**config.mk**
```make
export PLATFORM = sky130hd
export DESIGN_NAME = oled_spi_sink_flat
export DESIGN_NICKNAME = d
export VERILOG_FILES = /design/src/rtl/oled_spi_sink_pkg.sv /design/src/rtl/oled_spi_sink_if.sv /design/src/rtl/oled_spi_sink_spi_byte_rx.sv /design/src/rtl/oled_spi_sink.sv /design/src/flat_wrapper.sv
export SDC_FILE = /design/constraint.sdc
export NUM_CORES = 1
export LEC_CHECK = 0
export BUFFER_PORTS_ARGS = -buffer_cell sky130_fd_sc_hd__buf_2
export CORE_UTILIZATION = 30
export CTS_CLUSTER_DIAMETER = 50
export CTS_CLUSTER_SIZE = 20
export DETAILED_ROUTE_END_ITERATION = 8
export PLACE_DENSITY = 0.46
export SKIP_CTS_REPAIR_TIMING = 1
export SLEW_MARGIN = 10
export SYNTH_ARGS = -nofsm -noshare
export SYNTH_HDL_FRONTEND = slang
export SYNTH_HIERARCHICAL = 1
export SYNTH_SLANG_ARGS = --single-unit
export TNS_END_PERCENT = 5
```
**constraint.sdc**
```tcl
create_clock -name clk -period 2.4 [get_ports clk]
set_input_delay 0.72 -clock clk [delete_from_list [all_inputs] [get_ports clk]]
set_output_delay 0.72 -clock clk [all_outputs]
set_load 0.01 [all_outputs]
```
**src/rtl/oled_spi_sink_pkg.sv**
```systemverilog
// Shared types and opcodes for the OLED SPI sink: parser states, argument kinds
// and the SSD1306 command subset that the sink recognises.
package oled_pkg;

  typedef enum logic [1:0] {P_CMD, P_ARG1, P_ARG2} pstate_t;
  typedef enum logic [1:0] {K_COL, K_PAGE, K_SKIP1} kind_t;

  localparam logic [7:0] CMD_PAGE_BASE = 8'hB0;
  localparam logic [7:0] CMD_COL_ADDR  = 8'h21;
  localparam logic [7:0] CMD_PAGE_ADDR = 8'h22;
  localparam logic [7:0] CMD_DISP_OFF  = 8'hAE;
  localparam logic [7:0] CMD_DISP_ON   = 8'hAF;

  // Commands that take one argument byte which the sink does not interpret.
  function automatic logic is_skip1(input logic [7:0] b);
    case (b)
      8'h81, 8'h8D, 8'hA8, 8'hD3, 8'hD5, 8'hD9, 8'hDA, 8'hDB: is_skip1 = 1'b1;
      default:                                                is_skip1 = 1'b0;
    endcase
  endfunction

endpackage

```
**src/rtl/oled_spi_sink_if.sv**
```systemverilog
// OLED link bundle: SPI stream from the display driver plus the framebuffer
// write port and status outputs of the sink.
interface oled_spi_sink_if #(
  parameter int PAGES = 4,
  parameter int COLS  = 128
);
  localparam int PW = $clog2(PAGES);
  localparam int CW = $clog2(COLS);

  logic           sclk;
  logic           mosi;
  logic           dc;
  logic           fb_we;
  logic [PW+CW-1:0] fb_addr;
  logic [7:0]     fb_wdata;
  logic           cmd_valid;
  logic [7:0]     cmd_byte;
  logic           disp_on;
  logic           frame_done;

  modport master (
    output sclk, mosi, dc,
    input  fb_we, fb_addr, fb_wdata, cmd_valid, cmd_byte, disp_on, frame_done
  );

  modport slave (
    input  sclk, mosi, dc,
    output fb_we, fb_addr, fb_wdata, cmd_valid, cmd_byte, disp_on, frame_done
  );
endinterface

```
**src/rtl/oled_spi_sink_spi_byte_rx.sv**
```systemverilog
// SPI byte receiver: synchronises sclk/mosi/dc into clk, shifts MSB first and
// drops a partial byte after TIMEOUT idle clk cycles.
module spi_byte_rx #(
  parameter int TIMEOUT = 1024
) (
  input  logic       clk,
  input  logic       rst,
  input  logic       sclk_i,
  input  logic       mosi_i,
  input  logic       dc_i,
  output logic       byte_rdy_o,
  output logic [7:0] byte_o,
  output logic       byte_dc_o
);
  localparam int IW = $clog2(TIMEOUT + 1);

  logic [2:0]    sclk_q;
  logic [1:0]    mosi_q, dc_q;
  logic [6:0]    shift_q, shift_d;
  logic [2:0]    bit_cnt_q, bit_cnt_d;
  logic [IW-1:0] idle_q, idle_d;
  logic          rdy_q, rdy_d;
  logic [7:0]    byte_q, byte_d;
  logic          dc_lat_q, dc_lat_d;
  logic          rise;

  assign rise = sclk_q[1] & ~sclk_q[2];

  always_comb begin
    shift_d   = shift_q;
    bit_cnt_d = bit_cnt_q;
    idle_d    = idle_q;
    rdy_d     = 1'b0;
    byte_d    = byte_q;
    dc_lat_d  = dc_lat_q;
    if (rise) begin
      idle_d  = '0;
      shift_d = {shift_q[5:0], mosi_q[1]};
      if (bit_cnt_q == 3'd7) begin
        byte_d    = {shift_q, mosi_q[1]};
        dc_lat_d  = dc_q[1];
        rdy_d     = 1'b1;
        bit_cnt_d = '0;
      end else begin
        bit_cnt_d = bit_cnt_q + 3'd1;
      end
    end else begin
      if (idle_q != IW'(TIMEOUT)) idle_d = idle_q + IW'(1);
      // Saturated idle only matters while a byte is half received.
      if (idle_q == IW'(TIMEOUT) && bit_cnt_q != 3'd0) bit_cnt_d = '0;
    end
  end

  always_ff @(posedge clk or negedge rst) begin
    if (!rst) begin
      sclk_q    <= '0;
      mosi_q    <= '0;
      dc_q      <= '0;
      shift_q   <= '0;
      bit_cnt_q <= '0;
      idle_q    <= '0;
      rdy_q     <= 1'b0;
      byte_q    <= '0;
      dc_lat_q  <= 1'b0;
    end else begin
      sclk_q    <= {sclk_q[1:0], sclk_i};
      mosi_q    <= {mosi_q[0], mosi_i};
      dc_q      <= {dc_q[0], dc_i};
      shift_q   <= shift_d;
      bit_cnt_q <= bit_cnt_d;
      idle_q    <= idle_d;
      rdy_q     <= rdy_d;
      byte_q    <= byte_d;
      dc_lat_q  <= dc_lat_d;
    end
  end

  assign byte_rdy_o = rdy_q;
  assign byte_o     = byte_q;
  assign byte_dc_o  = dc_lat_q;
endmodule

```
**src/rtl/oled_spi_sink.sv**
```systemverilog
// Display-side SPI sink: decodes an SSD1306 page-addressing command subset and
// writes data bytes into a PAGES x COLS framebuffer.
module oled_spi_sink
  import oled_pkg::*;
#(
  parameter int PAGES   = 4,
  parameter int COLS    = 128,
  parameter int TIMEOUT = 1024
) (
  input  logic              clk,
  input  logic              rst,
  oled_spi_sink_if.slave    bus
);
  localparam int PW = $clog2(PAGES);
  localparam int CW = $clog2(COLS);

  logic       byte_rdy, byte_dc;
  logic [7:0] rx_byte;

  spi_byte_rx #(.TIMEOUT(TIMEOUT)) u_rx (
    .clk        (clk),
    .rst        (rst),
    .sclk_i     (bus.sclk),
    .mosi_i     (bus.mosi),
    .dc_i       (bus.dc),
    .byte_rdy_o (byte_rdy),
    .byte_o     (rx_byte),
    .byte_dc_o  (byte_dc)
  );

  pstate_t          state_q, state_d;
  kind_t            kind_q, kind_d;
  logic [CW-1:0]    col_q, col_d, col_start_q, col_start_d, col_end_q, col_end_d;
  logic [PW-1:0]    page_q, page_d, page_start_q, page_start_d, page_end_q, page_end_d;
  logic             disp_on_q, disp_on_d;
  logic             fb_we_q, fb_we_d, frame_done_q, frame_done_d, cmd_valid_q, cmd_valid_d;
  logic [PW+CW-1:0] fb_addr_q, fb_addr_d;
  logic [7:0]       fb_wdata_q, fb_wdata_d, cmd_byte_q, cmd_byte_d;
  logic [CW-1:0]    byte_col;
  logic [PW-1:0]    byte_page;

  assign byte_col  = CW'(32'(rx_byte) % COLS);
  assign byte_page = PW'(32'(rx_byte) % PAGES);

  always_comb begin
    state_d      = state_q;
    kind_d       = kind_q;
    col_d        = col_q;
    col_start_d  = col_start_q;
    col_end_d    = col_end_q;
    page_d       = page_q;
    page_start_d = page_start_q;
    page_end_d   = page_end_q;
    disp_on_d    = disp_on_q;
    fb_we_d      = 1'b0;
    frame_done_d = 1'b0;
    cmd_valid_d  = 1'b0;
    fb_addr_d    = fb_addr_q;
    fb_wdata_d   = fb_wdata_q;
    cmd_byte_d   = cmd_byte_q;

    if (byte_rdy && byte_dc && state_q == P_CMD) begin
      fb_we_d      = 1'b1;
      fb_addr_d    = {page_q, col_q};
      fb_wdata_d   = rx_byte;
      frame_done_d = (col_q == col_end_q) && (page_q == page_end_q);
      if (col_q == col_end_q) begin
        col_d  = col_start_q;
        page_d = (page_q == page_end_q) ? page_start_q : page_q + PW'(1);
      end else begin
        col_d = col_q + CW'(1);
      end
    end else if (byte_rdy && !byte_dc) begin
      cmd_valid_d = 1'b1;
      cmd_byte_d  = rx_byte;
      unique case (state_q)
        P_CMD: begin
          if (rx_byte[7:3] == CMD_PAGE_BASE[7:3]) begin
            page_d = byte_page;
          end else if (rx_byte[7:4] == 4'h0) begin
            col_d[3:0] = rx_byte[3:0];
          end else if (rx_byte[7:4] == 4'h1) begin
            col_d[CW-1:4] = (CW-4)'(rx_byte[3:0]);
          end else if (rx_byte == CMD_DISP_OFF) begin
            disp_on_d = 1'b0;
          end else if (rx_byte == CMD_DISP_ON) begin
            disp_on_d = 1'b1;
          end else if (rx_byte == CMD_COL_ADDR) begin
            state_d = P_ARG1;
            kind_d  = K_COL;
          end else if (rx_byte == CMD_PAGE_ADDR) begin
            state_d = P_ARG1;
            kind_d  = K_PAGE;
          end else if (is_skip1(rx_byte)) begin
            state_d = P_ARG1;
            kind_d  = K_SKIP1;
          end
        end
        P_ARG1: begin
          state_d = P_ARG2;
          if (kind_q == K_COL)       col_start_d  = byte_col;
          else if (kind_q == K_PAGE) page_start_d = byte_page;
          else                       state_d      = P_CMD;
        end
        P_ARG2: begin
          state_d = P_CMD;
          if (kind_q == K_COL) begin
            col_end_d = byte_col;
            col_d     = col_start_q;
          end else if (kind_q == K_PAGE) begin
            page_end_d = byte_page;
            page_d     = page_start_q;
          end
        end
        default: state_d = P_CMD;
      endcase
    end
  end

  always_ff @(posedge clk or negedge rst) begin
    if (!rst) begin
      state_q      <= P_CMD;
      kind_q       <= K_COL;
      col_q        <= '0;
      col_start_q  <= '0;
      col_end_q    <= '1;
      page_q       <= '0;
      page_start_q <= '0;
      page_end_q   <= '1;
      disp_on_q    <= 1'b0;
      fb_we_q      <= 1'b0;
      frame_done_q <= 1'b0;
      cmd_valid_q  <= 1'b0;
      fb_addr_q    <= '0;
      fb_wdata_q   <= '0;
      cmd_byte_q   <= '0;
    end else begin
      state_q      <= state_d;
      kind_q       <= kind_d;
      col_q        <= col_d;
      col_start_q  <= col_start_d;
      col_end_q    <= col_end_d;
      page_q       <= page_d;
      page_start_q <= page_start_d;
      page_end_q   <= page_end_d;
      disp_on_q    <= disp_on_d;
      fb_we_q      <= fb_we_d;
      frame_done_q <= frame_done_d;
      cmd_valid_q  <= cmd_valid_d;
      fb_addr_q    <= fb_addr_d;
      fb_wdata_q   <= fb_wdata_d;
      cmd_byte_q   <= cmd_byte_d;
    end
  end

  assign bus.fb_we      = fb_we_q;
  assign bus.fb_addr    = fb_addr_q;
  assign bus.fb_wdata   = fb_wdata_q;
  assign bus.cmd_valid  = cmd_valid_q;
  assign bus.cmd_byte   = cmd_byte_q;
  assign bus.disp_on    = disp_on_q;
  assign bus.frame_done = frame_done_q;
endmodule

```
**src/flat_wrapper.sv**
```systemverilog
// flat-port wrapper written by rule: the top's interface ports become plain ports
module oled_spi_sink_flat import oled_pkg::*;
#(
  parameter int PAGES   = 4,
  parameter int COLS    = 128,
  parameter int TIMEOUT = 1024
)
  (clk, rst, bus_sclk, bus_mosi, bus_dc, bus_fb_we, bus_fb_addr, bus_fb_wdata, bus_cmd_valid, bus_cmd_byte, bus_disp_on, bus_frame_done);
  oled_spi_sink_if #(.PAGES(PAGES), .COLS(COLS)) bus_i ();
  input  logic clk;
  input  logic rst;
  input wire logic [$bits(bus_i.sclk)-1:0] bus_sclk;
  input wire logic [$bits(bus_i.mosi)-1:0] bus_mosi;
  input wire logic [$bits(bus_i.dc)-1:0] bus_dc;
  output wire logic [$bits(bus_i.fb_we)-1:0] bus_fb_we;
  output wire logic [$bits(bus_i.fb_addr)-1:0] bus_fb_addr;
  output wire logic [$bits(bus_i.fb_wdata)-1:0] bus_fb_wdata;
  output wire logic [$bits(bus_i.cmd_valid)-1:0] bus_cmd_valid;
  output wire logic [$bits(bus_i.cmd_byte)-1:0] bus_cmd_byte;
  output wire logic [$bits(bus_i.disp_on)-1:0] bus_disp_on;
  output wire logic [$bits(bus_i.frame_done)-1:0] bus_frame_done;
  assign bus_i.sclk = bus_sclk;
  assign bus_i.mosi = bus_mosi;
  assign bus_i.dc = bus_dc;
  assign bus_fb_we = bus_i.fb_we;
  assign bus_fb_addr = bus_i.fb_addr;
  assign bus_fb_wdata = bus_i.fb_wdata;
  assign bus_cmd_valid = bus_i.cmd_valid;
  assign bus_cmd_byte = bus_i.cmd_byte;
  assign bus_disp_on = bus_i.disp_on;
  assign bus_frame_done = bus_i.frame_done;
  oled_spi_sink #(.PAGES(PAGES), .COLS(COLS), .TIMEOUT(TIMEOUT)) u_core (.clk(clk), .rst(rst), .bus(bus_i));
endmodule
```
==> results.sh <==
export IMPL_cp_max_fo=26
export IMPL_synth_top_cell_area_share_pct=48.5
export IMPL_netlist_area_sq_mm=0.00459
export IMPL_drive_gt1_share_pct=21.8
export IMPL_max_slew_margin_pct=58.5
export IMPL_grt_overflow_total=0
export IMPL_finalSetupViolCount=0
export IMPL_yosys_area_share_adder_pct=1.85
export IMPL_clock_latency_ns=0.35
export IMPL_cts_reportedPaths_clkPinSlew_ns=0.07
export IMPL_worstPathRequired_ns=2.67
export IMPL_reg2reg_to="u_core/col_q[5]$_DFFE_PN0P_"
export IMPL_power_density_mw_per_mm2=965
export IMPL_finalCriticalPeriod_ns=1.96
export IMPL_wl_met3_um=407
export IMPL_clock_path_buffers=2
export IMPL_grt_first_pass_wirelength_um=18300
export IMPL_crit_type="reg2reg"
export IMPL_ys_warn_count=6
export IMPL_antenna_found_initial=0
export IMPL_maxCapViolations=0
export IMPL_synth_compound_area_share_pct=10.1
export IMPL_drt_iter0_markers=178
export IMPL_fin_crit_sh_pct=81.7
export IMPL_regToRegStartpoint="u_core/state_q[1]$_DFFE_PN0P_"
export IMPL_finalWorstSetupSlack_ns=0.440
export IMPL_cp_start_kind="register"
export IMPL_fin_skew_ns=0.00823
export IMPL_met1_length_um=5020
export IMPL_die_x_um=126
export IMPL_min_from="u_core/u_rx/mosi_q[0]$_DFF_PN0_"
export IMPL_synth_main_ff_cell="dfrtp_1"
export IMPL_reg2reg_slack_ns=0.44
export IMPL_hold_path_end="u_core/u_rx/mosi_q[1]$_DFF_PN0_"
export IMPL_dpl_hpwl_um=7450
export IMPL_cts_sinks=98
export IMPL_synth_simple_gate_area_share_pct=21.0
export IMPL_synth_edf_count=0
export IMPL_wl_per_cell_um=16.3
export IMPL_ys_types=64
export IMPL_synth_xor_area_share_pct=2.67
export IMPL_track_usage_pct=15.0
export IMPL_synth_most_common_cell="nand2_1"
export IMPL_synthTopCellsByCount="nand2_1, dfrtp_1, mux2_2"
export IMPL_hold_depth=0
export IMPL_syn_inst=454
export IMPL_cts_root_buf="clkbuf_16"
export IMPL_fin_hold_ws_ns=0.348
export IMPL_post_place_ws_ns=0.449
export IMPL_avgViaCountPerCell=5.06
export IMPL_wl_um=10900
export IMPL_fillers=1505
export IMPL_io_buffer_count=33
export IMPL_cts_htree_levels=3
export IMPL_async_flop_share_pct=100
export IMPL_vias=3389
export IMPL_drt_pass1_iterations=4
export IMPL_area_sequential_sq_mm=0.00246
export IMPL_fin_nets=492
export IMPL_syn_area_per_cell_sq_um=10.1
export IMPL_ir_worst_vdd_v=0.000532
export IMPL_synth_top_family_by_area="simple AND/OR/NAND/NOR gates"
export IMPL_fp_dieH_um=126
export IMPL_status="complete, no violations"
export IMPL_drc=0
export IMPL_arrival_ns=2.23
export IMPL_core_sq_mm=0.0148
export IMPL_route_met2_wl_um=5260
export IMPL_n_antenna_cell=0
export IMPL_die_area_sq_mm=0.0158
export IMPL_synth_mux_area_share_pct=6.81
export IMPL_max_slew_worst_pin_slew_ns=0.623
export IMPL_cts_tree="done"
export IMPL_synth_seq_cells=98
export IMPL_rsz0062_at_grt="no"
export IMPL_routed_top_layer="met4"
export IMPL_finalMaxSlewViolations=0
export IMPL_cts_buffers=9
export IMPL_p_leak_nw=2.50
export IMPL_grt_max_degree=40
export IMPL_postRouteAntennaNets=0
export IMPL_finalHoldViolations=0
export IMPL_area_growth_pct=14.4
export IMPL_yosysTopAreaCell="dfrtp_1"
export IMPL_grt_pass1_vias=3478
export IMPL_min_path_type="reg2reg"
export IMPL_multi_input_area_sq_mm=0.00195
export IMPL_rows=44
export IMPL_tns_ns=0
export IMPL_fmax_mhz=510
export IMPL_gp_congestion=0.791
export IMPL_ys_top_cells_by_area="dfrtp_1, nand2_1, mux2_2, dfstp_2, xnor2_1"
export IMPL_critPathCaptureType="register"
export IMPL_start_util_pct=31.1
export IMPL_ios=34
export IMPL_reg2reg_depth=7
export IMPL_synth_seq_area_share_pct=53.7
export IMPL_synth_net_count=465
-- worst max-delay path: stages (launching register included) --
cell and delay [ns]:
dfrtp_1 0.49, nand4bb_1 0.23, buf_4 0.24, inv_4 0.19, nand4_2 0.15, o21ai_4 0.29, a221oi_1 0.13, o21ai_1 0.14
-- layout make-up --
cell class,instances,share of cell area (%)
clock inverters,3,0.834
well taps,184,4.38
inverters,14,1.05
repair buffers,40,4.43
flip-flops and latches,98,46.9
multi-input cells,318,37.1
clock buffers,13,5.33
-- layer usage --
| metal | GRT usage, % | vias to the layer above |
|---|---|---|
| li1 | - | 1617 |
| met1 | 18.6 | 1689 |
| met2 | 25.0 | 66 |
| met3 | 3.65 | 17 |
| met4 | 5.88 | 0 |
| met5 | 0 | - |
-- metrics by stage --
stage	utilization [%]	instances	instance area [sq um]	power (W)
global placement	33.4	654	4930	0.00355
CTS	35.6	670	5250	0.00515
floorplan	-	454	4590	0.00314
finish	35.6	670	5250	0.00507
detailed placement	33.4	654	4930	0.00358
global route	35.6	670	5250	0.00540
-- cell usage in the layout, fill, tap and decap left out, drive strengths merged, types with 2 or more instances in the layout --
cell and n:
nand2 117, dfrtp 89, buf 40, mux2 26, o21ai 22, nor2 20
nand3 15, inv 15, clkbuf 13, a21oi 12, xnor2 10, dfstp 9
o31ai 8, a221oi 8, nor3 8, nor2b 7, ha 6, nand4 6
nand2b 5, xor2 4, nor4 4, or4 4, o311ai 3, or3 3
nand4b 2, and2 2, a21boi 2, mux2i 2, and3 2, and4 2
o211ai 2
-- worst max-delay path by stage --
stage                                 startpoint                        endpoint  slack, ns  depth (start not counted)
6_report           u_core/state_q[1]$_DFFE_PN0P_     u_core/col_q[5]$_DFFE_PN0P_       0.44                          7
5_1_grt            u_core/state_q[1]$_DFFE_PN0P_     u_core/col_q[2]$_DFFE_PN0P_       0.30                          7
4_1_cts            u_core/state_q[1]$_DFFE_PN0P_     u_core/col_q[5]$_DFFE_PN0P_       0.43                          7
3_5_place_dp       u_core/state_q[1]$_DFFE_PN0P_     u_core/col_q[5]$_DFFE_PN0P_       0.45                          7
3_3_place_gp       u_core/state_q[1]$_DFFE_PN0P_     u_core/col_q[4]$_DFFE_PN0P_       0.50                          7
2_1_floorplan  u_core/u_rx/byte_dc_o$_DFFE_PN0P_  u_core/bus.disp_on$_DFFE_PN0P_       0.70                          6
-- power breakdown --
group          leakage (nW)  switching [W]  internal, W
combinational          1.06       0.000614     0.000495
sequential             1.28       0.000481      0.00194
clock                 0.162       0.000613     0.000924
total                  2.50        0.00171      0.00336
-- kinds of logic (layout without fill, tap and decap cells) --
kind of cell	after synthesis	in the layout
simple gates	202	202
flops	98	98
fa+ha+maj	7	7
compound gates	67	67
buf+inv	38	70
mux	28	28
xor+xnor	14	14
-- flip-flops by register name, summed over array words and instances (netlist names), 3 cells and up --
register               flops
u_core/u_rx/idle_q        11
u_core/bus.fb_addr         9
u_core/bus.cmd_byte        8
u_core/bus.fb_wdata        8
u_core/u_rx/byte_o         8
u_core/col_end_q           7
u_core/col_q               7
u_core/col_start_q         7
u_core/u_rx/shift_q        7
u_core/u_rx/bit_cnt_q      3
u_core/u_rx/sclk_q         3
No activity file was read; power rests on OpenSTA's default activity.
